## src/rtl/mem_read_ctrl.sv

```systemverilog
// Read-side controller for the multi-cycle data memory: issues loads, honours stall/done, returns data with a valid pulse.
// Optional macro RD_TIMEOUT_EN aborts a read that sits TIMEOUT cycles in WAIT without mem_done.
//   state   | meaning
//   S_IDLE  | no read outstanding, req sampled
//   S_ISSUE | mem_rd strobe driven, repeats while mem_stall
//   S_WAIT  | strobe accepted, waiting for mem_done
//   S_DONE  | valid pulse, req sampled for back-to-back reads
module mem_read_ctrl #(
  parameter int WIDTH   = 16,
  parameter int TIMEOUT = 15
) (
  input  logic             clk,
  input  logic             rst,
  input  logic             req,
  input  logic [WIDTH-1:0] addr,
  output logic             busy,
  output logic [WIDTH-1:0] data_out,
  output logic             valid,
  output logic             err,
  output logic             mem_rd,
  output logic [WIDTH-1:0] mem_addr,
  input  logic [WIDTH-1:0] mem_data,
  input  logic             mem_stall,
  input  logic             mem_done
);

  typedef enum logic [1:0] {S_IDLE, S_ISSUE, S_WAIT, S_DONE} state_t;

  state_t           state_q, state_d;
  logic [WIDTH-1:0] data_q, data_d;
  logic [WIDTH-1:0] addr_q, addr_d;
  logic             valid_q, valid_d;
  logic             err_q, err_d;

  if (TIMEOUT < 1 || TIMEOUT > 255) begin : g_bad_timeout
    $error("mem_read_ctrl: TIMEOUT must be in 1..255");
  end

`ifdef RD_TIMEOUT_EN
  localparam logic [7:0] CNT_LAST = 8'(TIMEOUT - 1);
  logic [7:0] cnt_q, cnt_d;
`endif

  always_comb begin
    state_d = state_q;
    data_d  = data_q;
    addr_d  = addr_q;
    valid_d = 1'b0;
    err_d   = 1'b0;
`ifdef RD_TIMEOUT_EN
    cnt_d   = cnt_q;
`endif
    case (state_q)
      S_IDLE, S_DONE: begin
        state_d = S_IDLE;
        if (req) begin
          if (addr[0]) begin
            err_d = 1'b1;
          end else begin
            addr_d  = addr;
            state_d = S_ISSUE;
          end
        end
      end
      S_ISSUE: begin
        // A stalled strobe wins over a same-cycle mem_done.
        if (!mem_stall) begin
          if (mem_done) begin
            data_d  = mem_data;
            valid_d = 1'b1;
            state_d = S_DONE;
          end else begin
            state_d = S_WAIT;
`ifdef RD_TIMEOUT_EN
            cnt_d   = '0;
`endif
          end
        end
      end
      S_WAIT: begin
        if (mem_done) begin
          data_d  = mem_data;
          valid_d = 1'b1;
          state_d = S_DONE;
        end else begin
`ifdef RD_TIMEOUT_EN
          if (cnt_q >= CNT_LAST) begin
            err_d   = 1'b1;
            state_d = S_IDLE;
          end else if (cnt_q != 8'hFF) begin
            cnt_d = cnt_q + 8'd1;
          end
`endif
        end
      end
      default: state_d = S_IDLE;
    endcase
  end

  always_ff @(posedge clk or negedge rst) begin
    if (!rst) begin
      state_q <= S_IDLE;
      data_q  <= '0;
      addr_q  <= '0;
      valid_q <= 1'b0;
      err_q   <= 1'b0;
`ifdef RD_TIMEOUT_EN
      cnt_q   <= '0;
`endif
    end else begin
      state_q <= state_d;
      data_q  <= data_d;
      addr_q  <= addr_d;
      valid_q <= valid_d;
      err_q   <= err_d;
`ifdef RD_TIMEOUT_EN
      cnt_q   <= cnt_d;
`endif
    end
  end

  assign busy     = (state_q == S_ISSUE) || (state_q == S_WAIT);
  assign mem_rd   = (state_q == S_ISSUE);
  assign data_out = data_q;
  assign mem_addr = addr_q;
  assign valid    = valid_q;
  assign err      = err_q;

endmodule

```

## config.mk

```make
export PLATFORM = sky130hd
export DESIGN_NAME = mem_read_ctrl
export DESIGN_NICKNAME = d
export VERILOG_FILES = /design/src/rtl/mem_read_ctrl.sv
export SDC_FILE = /design/constraint.sdc
export NUM_CORES = 1
export LEC_CHECK = 0
export CAP_MARGIN = 5
export CORE_ASPECT_RATIO = 0.6
export CORE_MARGIN = 2
export CORE_UTILIZATION = 45
export CTS_BUF_LIST = sky130_fd_sc_hd__clkbuf_8
export DETAILED_ROUTE_END_ITERATION = 7
export PLACE_DENSITY = 0.88
export SETUP_SLACK_MARGIN = 0.02
export SLEW_MARGIN = 20
export SYNTH_ARGS = -nofsm -noshare
export SYNTH_HDL_FRONTEND = slang
export SYNTH_SLANG_ARGS = --single-unit
```

## constraint.sdc

```tcl
create_clock -name clk -period 4 [get_ports clk]
set_input_delay 0.4 -clock clk [delete_from_list [all_inputs] [get_ports clk]]
set_output_delay 0.4 -clock clk [all_outputs]
set_load 0.02 [all_outputs]
```

== After elaboration in Yosys (flattened, before gate mapping) ==
Index checks and enable logic that the tools add are counted.
Storage, ports and cells
  logic and storage cells: 33
  input port bits: 37
  output and inout port bits: 36
  register bits after elaboration: 35
Cells by class
  reductions and logical operators: 7
  muxes and demuxes: 15
  bitwise gates (word level): 1
  eq/ne operators: 5
Operators with widths (number)
  $mux 16: 2
  $pmux 16 s2: 1
  $mux 1: 8
  $pmux 2 s3: 1
  $eq 2x2->1 const B: 2
  $mux 2: 2
  $ne 2x2->1 const B: 2
  $reduce_and 2->1: 2
  $reduce_and 3->1: 1
  $eq 2x1->1 const B: 1
  $logic_not 2->1: 1
  $pmux 1 s2: 1
  $reduce_bool 2->1: 1
  $reduce_or 2->1: 1
  $logic_or 1x1->1: 1
  $not 1->1: 1

== Depth between registers and ports, before layout ==
  depth after elaboration: 3
  gate-level depth with buffers: 6
  mapped depth without buffers: 5

== Worst setup path before layout ==
Ideal clock, no wire load.
  path type: flip-flop to flip-flop
  from: reg state_q[1]
  to: reg data_q[0] (netlist: data_out[0])
  slack: 2.309 ns
  buffers on the path: 1
  stages on the path, launching flop included: 7
  arrival time: 1.566 ns
  data required time: 3.875 ns
  library setup time: 0.125 ns
  period minus slack after synthesis: 1.691 ns
  path through: dfrtp_1 -> inv_1 -> ha_1 -> nand2_2 -> o211ai_4 -> buf_8 -> mux2_4
On the way
  cells in the longest elaborated chain, start to end: 3
  elaborated cells between the ends (all ways): 6
  classes of those cells: eq/ne (3); mux (1); reduce/logical (2)
Ends and longest elaborated chain
  start, declared: line 29  | state_t state_q, state_d;
  start signal, assigned: line 111  | state_q <= state_d;
  $eq 2x1->1 (*)
  via mem_rd: line 20  | output logic mem_rd,
  $ne 2x2->1 (no source line) / $reduce_bool 2->1 (equally long branches)
  $reduce_and 2->1 (no source line)
  end signal, assigned: line 112  | data_q <= data_d;
  end, declared: line 30  | logic [WIDTH-1:0] data_q, data_d;
Mark *: on every way through the listed nets, which the timed path passes. The rest lies on a longest branch.
A chain may end at the register's enable or synchronous reset.

== Final worst setup path ==
  from: reg state_q[0]
  to: out busy
On the way
  cells in the longest elaborated chain, start to end: 2
  elaborated cells between the ends (all ways): 3
  classes of those cells: eq/ne (2); reduce/logical (1)
Ends and longest elaborated chain
  $eq 2x1->1 / $eq 2x2->1 (equally long branches): line 122  | assign busy = (state_q == S_ISSUE) || (state_q == S_WAIT);
  $logic_or 1x1->1 (*): line 122
  end, declared: line 16  | output logic busy,
Every way passes the cells marked *; elsewhere a longest branch is shown, timed or not.

==> flow_metrics.tcl <==
set metrics [dict create \
    drv.max_cap_violation_count 0 \
    finClkSkew_ns 0.00207 \
    clk_pin_slew_ns 0.07 \
    layout.filler_cells 217 \
    post-dp-hpwl_um 2370 \
    grt_antenna_before_repair 0 \
    syn_inst_count 90 \
    max_slew.worst_pin.slew_ns 0.765 \
    track_usage 0.189 \
    first_global_vias 1099 \
    initial_core_util 0.467 \
    post_synth_instance_area_mm2 0.00151 \
    synth-xor-area-share 0 \
    routed_length_per_instance_um 15.2 \
    grt_setup_unrepaired "no" \
    worstReg2RegEnd "data_out[10]" \
    netlist_top_cells_area "dfrtp_1 58%, mux2_4 19%, mux2_2 9.7%, ha_1 3.3%, o211ai_4 1.4%" \
    hold_violations 0 \
    cp-endpoint "busy" \
    mappedNetlistNets 131 \
    cts.repair_timing.setup_buffer_count 0 \
    firstDrtPassIters 2 \
    fp.dieArea_mm2 0.00384 \
    drive_above_1_share 0.265 \
    cts_root_buf "clkbuf_8" \
    wl_um 3200 \
    timing.reg2reg.worst_path_depth 4 \
    number_of_placed_i_o_pins 73 \
    timing.critical_path.arrival_ns 1.84 \
    critPathLaunch "state_q[0]" \
    globalRouteOverflowTotal 0 \
    timing.critical_path.fanout_max 6 \
    cts_tree "done" \
    syn_area_per_cell_um2 16.7 \
    cts.htree.levels 2 \
    hp-class "primary input to async pin" \
    final_antenna_net_count 0 \
    numClockSinks 35 \
    worstSetupEndpointType "output pin" \
    finalCriticalPeriod_ns 2.24 \
    synth.lib_cells_used.distinct 18 \
    synth.yosys.seq_area_share 0.582 \
    die_w_um 78.7 \
    dominant_combinational_cell_family_by_area_after_synthesis "multiplexers" \
    number_of_pins_with_negative_max_slew_slack_in_the_final_report 0 \
    cts_made_buffers 5 \
    share_of_the_cycle_needed_by_the_critical_path_after_routing 0.559 \
    placed_cells_incl_taps 203 \
    endpoints_failing_setup 0 \
    route.detailed.drc 0 \
    finalNonFillerCells 211 \
    slew_limit_headroom 0.490 \
    clockBufferDepth 2 \
    post_cts_hold_buffer_count 0 \
    vias 989 \
    antenna-diode-count 0 \
    fmax_ghz 0.447 \
    synth_largest_area_cell "dfrtp_1" \
    clock_latency_ns 0.28 \
    detail_route.iter0.violations 27 \
    grt_start_max_net_pins 36 \
    r2r_start "state_q[1]" \
    register_bit_total_from_synthesis 35 \
    timing_worst_setup_path_type "register to output pin" \
    post_cts.resized_instances 0 \
    global_route_wire_length_before_repair_um 5430 \
    buffer_ports.inserted 71 \
    timing.setup.tns_ns 0 \
    post_synth_and_or_nand_nor_area_fraction 0.0249 \
    power.density_cell_area_mw_per_mm2 872 \
    worst_setup_path_start_kind "register" \
    floorplan_row_count 16 \
    muxShareOfSynthArea 0.293 \
    synth_top_cell_area_share 0.582 \
    worst_ir_drop_vdd_uv 722 \
    synth-warning-count 0 \
    height_of_the_die_um 48.8 \
    timing.critical_path.required_ns 3.60 \
    synth-compound-area-share 0.0291 \
    globalplace.congestion 0.764 \
    leakage_nw 1.08 \
    drt-vias-per-instance 4.69 \
    setup_slack_of_the_most_critical_reg_to_reg_path_ns 2.15 \
    area_growth_pct 56.2 \
    outcome "finished clean" \
    coreArea_mm2 0.00322 \
    synth_fa_ha_area_frac 0.0333 \
    layout.nets 206 \
]
## stage by stage
| step | instance area [µm²] | utilization | setup slack (ns) | power [W] | hold WS, ns |
|---|---|---|---|---|---|
| floorplan | 1510 | - | 2.31 | 0.00127 | 0.104 |
| global placement | 2230 | 0.693 | 2.12 | 0.00170 | 0.488 |
| detailed placement | 2230 | 0.693 | 2.07 | 0.00174 | 0.494 |
| CTS | 2350 | 0.729 | 1.75 | 0.00207 | 0.216 |
| global route | 2350 | 0.729 | 1.67 | 0.00216 | 0.248 |
| finish | 2350 | 0.729 | 1.76 | 0.00205 | 0.190 |
## worst min-delay path by stage
stage                       startpoint           end  slack, ns  depth (start not counted)
after CTS                          rst   data_out[0]       0.22                          1
after global placement    data_out[12]  data_out[12]       0.49                          1
after global routing               rst   data_out[2]       0.25                          1
after floorplan                    rst   data_out[0]       0.10                          0
after detailed placement   data_out[3]   data_out[3]       0.49                          1
final                              rst   data_out[2]       0.19                          1
## per-layer routing
metal | global-route usage | share of wire | up-vias
met4 | 0.0526 | 0.0075 | 0
li1 | - | - | 458
met5 | 0 | 0 | -
met3 | 0.0759 | 0.082 | 5
met1 | 0.236 | 0.44 | 478
met2 | 0.305 | 0.47 | 48
## sequential cells by signal (all words and copies together) (netlist names)
| name | count |
|---|---|
| data_out | 16 |
| mem_addr | 15 |
| state_q | 2 |
| err | 1 |
| valid | 1 |
## report_power, final
group / total, W / internal (W) / switching [W]
Clock: 0.000324 / 0.000202 / 0.000122
Sequential: 0.000632 / 0.000534 / 0.0000975
Combinational: 0.00110 / 0.000613 / 0.000483
## placed cells by master, fill, tap and decap left out
| master | Yosys | final |
|---|---|---|
| o211ai_4 | 1 | 1 |
| mux2i_1 | 1 | 1 |
| clkdlybuf4s50_1 | 0 | 70 |
| and3_1 | 1 | 1 |
| ha_1 | 4 | 4 |
| nor3_1 | 1 | 1 |
| conb_1 | 1 | 1 |
| clkinv_2 | 0 | 1 |
| mux2_2 | 13 | 13 |
| mux2_4 | 19 | 19 |
| nand3b_4 | 1 | 1 |
| clkbuf_8 | 0 | 6 |
| inv_1 | 5 | 5 |
| a21oi_1 | 2 | 2 |
| a22oi_1 | 1 | 1 |
| o21ai_0 | 1 | 1 |
| nand2_2 | 1 | 1 |
| buf_2 | 0 | 1 |
| dfrtp_1 | 35 | 35 |
| bufinv_16 | 0 | 1 |
## cell usage after synthesis
master / instances
o211ai_4: 1
ha_1: 4
mux2_4: 19
and3_1: 1
dfrtp_1: 35
nor3_1: 1
nand3b_4: 1
a22oi_1: 1
buf_8: 1
inv_1: 5
mux2i_1: 1
nand2_2: 1
conb_1: 1
o21ai_0: 1
buf_6: 1
mux2_2: 13
a21oi_1: 2
buf_4: 1
## layout make-up
class	count	area (µm²)	area share
multi-input cells	47	577	0.245
clock inverters	2	35.0	0.0149
clock buffers	6	82.6	0.0351
repair buffers	71	706	0.300
flip-flops and latches	35	876	0.373
well taps	45	56.3	0.0239
inverters	5	18.8	0.00798
## critical path, stage by stage (launching register included)
cell and delay, ns:
dfrtp_1 0.40, inv_1 0.08, ha_1 0.40, inv_1 0.08, clkdlybuf4s50_1 0.60
## cells by family (layout without fill, tap and decap cells)
kind of cell,Yosys count,count (layout)
buffers and inverters,8,84
adder cells (fa/ha/maj),4,4
other,1,1
AND/OR/NAND/NOR,4,4
multiplexers,33,33
AO/OA/AOI/OAI,5,5
flip-flops,35,35
No activity file was read; power rests on OpenSTA's default activity.
